File: config.mk
export PLATFORM = sky130hd
export DESIGN_NAME = sr04_ctrl
export DESIGN_NICKNAME = d
export VERILOG_FILES = /design/src/rtl/sr04_pkg.sv /design/src/rtl/sr04_div.sv /design/src/rtl/sr04_ctrl.sv
export SDC_FILE = /design/constraint.sdc
export NUM_CORES = 1
export LEC_CHECK = 0
export CAP_MARGIN = 20
export CORE_UTILIZATION = 45
export CTS_BUF_LIST = sky130_fd_sc_hd__clkbuf_8
export CTS_CLUSTER_DIAMETER = 100
export DETAILED_ROUTE_END_ITERATION = 12
export PLACE_DENSITY = 0.64
export SKIP_CTS_REPAIR_TIMING = 1
export SLEW_MARGIN = 20
export SYNTH_ARGS = -nofsm -noshare
export SYNTH_HDL_FRONTEND = slang
export SYNTH_SLANG_ARGS = --single-unit
File: constraint.sdc
create_clock -name clk_1m -period 2.78 [get_ports clk_1m]
set_input_delay 0.695 -clock clk_1m [delete_from_list [all_inputs] [get_ports clk_1m]]
set_output_delay 0.695 -clock clk_1m [all_outputs]
set_load 0.01 [all_outputs]
File: src/rtl/sr04_pkg.sv
// rtl/sr04_pkg.sv - shared state encoding, default timing constants and helpers for the SR04 controller
package sr04_pkg;

  typedef enum logic [2:0] {
    IDLE,
    TRIG,
    WAIT_RISE,
    MEAS,
    DIV,
    HOLD
  } state_t;

  localparam int unsigned TRIG_US_DEF    = 10;
  localparam int unsigned TIMEOUT_US_DEF = 30000;
  localparam int unsigned PERIOD_US_DEF  = 60000;
  localparam int unsigned US_PER_CM_DEF  = 58;

  function automatic logic [15:0] sat_inc16(input logic [15:0] v);
    return (v == 16'hFFFF) ? v : v + 16'd1;
  endfunction

endpackage

File: src/rtl/sr04_div.sv
// rtl/sr04_div.sv - sequential subtract divider, one subtraction per cycle, truncating quotient
module sr04_div
  import sr04_pkg::*;
#(
  parameter int unsigned DIVISOR = US_PER_CM_DEF
) (
  input  logic        clk_1m,
  input  logic        rst_n,
  input  logic        start,
  input  logic [15:0] dividend,
  output logic        done,
  output logic [9:0]  quotient
);

  localparam logic [15:0] DIV16 = 16'(DIVISOR);

  logic [15:0] rem;
  logic        running;

  // done is asserted in the cycle the remainder drops below the divisor, with quotient final
  assign done = running && (rem < DIV16);

  always_ff @(posedge clk_1m or negedge rst_n) begin
    if (!rst_n) begin
      rem      <= '0;
      running  <= 1'b0;
      quotient <= '0;
    end else if (start) begin
      rem      <= dividend;
      quotient <= '0;
      running  <= 1'b1;
    end else if (running) begin
      if (rem >= DIV16) begin
        rem <= rem - DIV16;
        if (quotient != 10'h3FF) quotient <= quotient + 10'd1;
      end else begin
        running <= 1'b0;
      end
    end
  end

endmodule

File: src/rtl/sr04_ctrl.sv
// rtl/sr04_ctrl.sv - HC-SR04 ultrasonic ranger controller: trigger, echo timing, distance in cm
module sr04_ctrl
  import sr04_pkg::*;
#(
  parameter int unsigned TRIG_US    = TRIG_US_DEF,
  parameter int unsigned TIMEOUT_US = TIMEOUT_US_DEF,
  parameter int unsigned PERIOD_US  = PERIOD_US_DEF,
  parameter int unsigned US_PER_CM  = US_PER_CM_DEF
) (
  input  logic       clk_1m,
  input  logic       rst_n,
  input  logic       start,
  input  logic       auto_en,
  input  logic       s1_echo,
  output logic       s1_trig,
  output logic [9:0] dist_cm,
  output logic       dist_vld,
  output logic       err_to,
  output logic       busy
);

  localparam logic [15:0] TRIG_LAST = 16'(TRIG_US - 1);
  localparam logic [15:0] TO_LAST   = 16'(TIMEOUT_US - 1);
  localparam logic [15:0] PER_LAST  = 16'(PERIOD_US - 1);

  state_t      state;
  logic        echo_m, echo_s, echo_d;
  logic [15:0] w_cnt, per_cnt, width;
  logic        echo_rise, echo_fall, div_start, div_done;
  logic [9:0]  div_q;

  assign echo_rise = echo_s & ~echo_d;
  assign echo_fall = ~echo_s & echo_d;
  assign div_start = (state == MEAS) && echo_fall;
  assign busy      = (state != IDLE);
  // the rise cycle itself is spent in WAIT_RISE, so the echo width is one more than w_cnt
  assign width     = sat_inc16(w_cnt);

  sr04_div #(.DIVISOR(US_PER_CM)) u_div (
    .clk_1m   (clk_1m),
    .rst_n    (rst_n),
    .start    (div_start),
    .dividend (width),
    .done     (div_done),
    .quotient (div_q)
  );

  always_ff @(posedge clk_1m or negedge rst_n) begin
    if (!rst_n) begin
      state    <= IDLE;
      echo_m   <= 1'b0;
      echo_s   <= 1'b0;
      echo_d   <= 1'b0;
      w_cnt    <= '0;
      per_cnt  <= '0;
      s1_trig  <= 1'b0;
      dist_cm  <= '0;
      dist_vld <= 1'b0;
      err_to   <= 1'b0;
    end else begin
      echo_m   <= s1_echo;
      echo_s   <= echo_m;
      echo_d   <= echo_s;
      dist_vld <= 1'b0;
      err_to   <= 1'b0;
      if (state != IDLE) per_cnt <= sat_inc16(per_cnt);
      case (state)
        IDLE: begin
          if (start || auto_en) begin
            state   <= TRIG;
            per_cnt <= '0;
            w_cnt   <= '0;
            s1_trig <= 1'b1;
          end
        end
        TRIG: begin
          if (w_cnt >= TRIG_LAST) begin
            s1_trig <= 1'b0;
            w_cnt   <= '0;
            state   <= WAIT_RISE;
          end else begin
            w_cnt <= w_cnt + 16'd1;
          end
        end
        WAIT_RISE: begin
          if (echo_rise) begin
            w_cnt <= '0;
            state <= MEAS;
          end else if (w_cnt >= TO_LAST) begin
            err_to <= 1'b1;
            state  <= HOLD;
          end else begin
            w_cnt <= sat_inc16(w_cnt);
          end
        end
        MEAS: begin
          if (echo_fall) begin
            state <= DIV;
          end else if (echo_s) begin
            if (w_cnt >= TO_LAST) begin
              err_to <= 1'b1;
              state  <= HOLD;
            end else begin
              w_cnt <= sat_inc16(w_cnt);
            end
          end
        end
        DIV: begin
          if (div_done) begin
            dist_cm  <= div_q;
            dist_vld <= 1'b1;
            state    <= HOLD;
          end
        end
        HOLD: begin
          if (per_cnt >= PER_LAST) begin
            if (auto_en) begin
              state   <= TRIG;
              per_cnt <= '0;
              w_cnt   <= '0;
              s1_trig <= 1'b1;
            end else begin
              state <= IDLE;
            end
          end
        end
        default: state <= IDLE;
      endcase
    end
  end

endmodule

==> impl_results.md <==
* Setup ws final at roughly 210 ps
* Min cycle time layout at 2570 ps
* Initial core utilization at 0.470
* WL met2 at 4380 um
* Avg Synthesized Cell Area at between 9 and 10 um^2
* DR top layer: met4
* TritonCTS buffer count at 9
* Die height at ~100 um
* R2R Path Start: w_cnt[1]
* Die X at 101 um
* HPWL Detailed at 6600 um
* Mux cell area share after synthesis at 0.0405
* Status: complete, no violations
* ANT cells at 0
* Post-Synth XOR/XNOR Area at 0.0939
* Main flop type after synthesis: dfrtp_1
* Largest net degree at the start of global routing at 44
* Worst EP arrival at 1880 ps
* Post-DR wirelength/cell at 14.7 um
* Nets at about 510
* Vias in the first global route at between 3000 and 4000
* Placement Cell Area at 0.00471 mm^2
* Async set-or-reset flop fraction in the synthesized netlist at 1.00
* DRT iter0 DRCs at approximately 190
* Total Neg Setup Slack at 0 ps
* H-tree level count at 3
* Post-synthesis adder-cell area fraction at 0.0171
* Via count at about 3500
* Root Driver: clkbuf_8
* Number of port buffers at 18
* Crit Path Class: reg -> out
* Final setup viols at 0
* Compound-Gate Fraction of Synth Area at 0.128
* Area Overhead vs Synth at 12.8%
* Met3 wire len at 334 um
* VDD IR max at 0.000303 V
* R2R setup slack at between 400 and 500 ps
* Yosys Warn Count at 0
* Ports at 19
* Relative slew slack at 0.537
* Mapped Nets at 493
* Hold Fails Final Rpt at 0
* #FFs+latches synth at between 70 and 80
* Final Util at 0.530
* EDFF count, synth at 0
* CTS Sinks at between 70 and 80
* Part of the cycle the worst path needs at 0.925
* Final Skew at between 15 and 20 ps
* First-pass GRT wire length at between 15000 and 20000 um
* Critical path endpoint category: primary output
* Initial antenna violation count at 0
* Clk_lat worst skew at roughly 360 ps
* Simple-gate share of the synthesized area at 0.235
* Pre-CTS setup slack at 270 ps
* Hold slack final at around 310 ps
* Power per cell area at 510 mW/mm^2
* Max Slew Vio Count at 0
* Worst r2r dst: u_div.rem[9]
* M1 WL at ~4500 um
* RSZ-0062 raised after global routing: false
* Static Leak at about 2.1 nW
* Yosys cell types at 56
* Routability cong. at between 0.8 and 0.9
* Worst slew pin tran at approximately 690 ps
* Core ar. at between 0.009 and 0.01 mm^2
* WL final at 9310 um
* Post-route ant nets at 0
* Largest family of logic cells by synthesized area: simple AND/OR/NAND/NOR gates
* Startpoint types: register
* Post-DR vias/cell at 5.48
* Worst EP required at 2090 ps
* Total gr overflow at 0
* Seq/Total Area, Yosys at 0.440
* Share of layout cells above drive strength 1 at 0.127
* Clock slew seen by the registers of the worst setup and hold paths at ~90 ps
* Fin area at ~0.0049 mm^2
* Max Fclk at a little under 400 MHz
* Max cap viols at 0
* Clock Tree Buf Depth at 2
* Worst r2r path cells at 6
* Synthesized area at 0.00438 mm^2
* Hold Crit Class: in -> async
* DRC viols at 0
* Post-Syn Instances at a little under 500
* Drt pass-1 iters at 4
* CTS tree: built
* Die ar. at slightly above 0.01 mm^2
* Total GRT Usage at 0.207
* Row Count at 35
* Crit-path max FO at 5
## flip-flops by register name, indices dropped and copies added (netlist names)
signal / flops
dist_cm: 10
dist_vld: 1
echo_d: 1
echo_m: 1
echo_s: 1
err_to: 1
per_cnt: 16
s1_trig: 1
state: 3
u_div.quotient: 10
u_div.rem: 15
u_div.running: 1
w_cnt: 16
## placed cells by master (no fill, tap or decap), types with 12 or more instances in the layout
cell,netlist,routed
xnor2_1,35,35
xor2_1,12,12
o21ai_0,28,28
nor3_1,25,24
nor2_1,48,48
inv_1,18,18
dfrtp_1,77,77
clkdlybuf4s50_1,0,17
a21oi_1,24,24
mux2_2,14,14
buf_4,1,16
nand2_1,49,49
nand3_1,27,27
## worst max-delay path: stages (launching register included)
cell	delay [ps]
dfrtp_1	440
nor3_1	400
inv_1	170
clkdlybuf4s50_1	520
## layout make-up
type | count | area, um^2
clock inverters | 6 | 111
fillers | 861 | 4390
inverters | 18 | 67.6
multi-input cells | 361 | 2260
clock buffers | 9 | 124
repair buffers | 33 | 290
flip-flops and latches | 77 | 1930
well taps | 129 | 161
## through the flow
stage | cells | power, W
final | 633 | 0.00252
after detailed placement | 618 | 0.00152
after global routing | 633 | 0.00264
after floorplan | 482 | 0.00145
after CTS | 633 | 0.00254
after global placement | 618 | 0.00151
## cell families (layout without fill, tap and decap cells)
| group | count (synthesis) | count (layout) |
|---|---|---|
| AO/OA/AOI/OAI | 88 | 88 |
| XOR/XNOR | 47 | 47 |
| flip-flops | 77 | 77 |
| adder cells (fa/ha/maj) | 6 | 6 |
| multiplexers | 16 | 16 |
| buffers and inverters | 44 | 66 |
| AND/OR/NAND/NOR | 204 | 204 |
## worst max-delay path by stage
stage / end / start / slack (ps)
after detailed placement: w_cnt[8] / auto_en / 270
final: busy / state[2] / 210
after CTS: busy / state[2] / 200
after global routing: busy / state[2] / 50
after global placement: w_cnt[7] / auto_en / 260
after floorplan: per_cnt[9] / per_cnt[0] / 810
## Yosys cell counts (3+ instances only)
cell type / count / share of area
nand3_1: 27 / 0.031
nand2_1: 49 / 0.042
o211ai_1: 4 / 0.0069
nand2b_1: 5 / 0.0071
ha_1: 6 / 0.017
xnor2_1: 35 / 0.070
a22o_1: 7 / 0.014
nor4_1: 10 / 0.014
and2_1: 3 / 0.0043
dfrtp_1: 77 / 0.44
mux2_2: 14 / 0.036
nor2_1: 48 / 0.041
buf_2: 12 / 0.014
inv_1: 18 / 0.015
o21ai_0: 28 / 0.032
and3_1: 3 / 0.0043
or3_1: 6 / 0.0086
nor3b_1: 3 / 0.0051
nand4_1: 8 / 0.011
xor2_1: 12 / 0.024
a21oi_1: 24 / 0.027
clkbuf_1: 11 / 0.0094
nor3_1: 25 / 0.029
## power breakdown
| group | switching (W) | total [W] | internal [W] |
|---|---|---|---|
| logic | 0.000139 | 0.000246 | 0.000108 |
| clock network | 0.000422 | 0.00102 | 0.000593 |
| registers | 0.0000686 | 0.00126 | 0.00119 |
| total | 0.000629 | 0.00252 | 0.00189 |
## layer usage
metal,vias up,GRT usage
met5,-,0
met4,0,0.0602
met3,10,0.0416
met2,71,0.332
met1,1667,0.285
li1,1720,-
No activity file was read; power rests on OpenSTA's default activity.
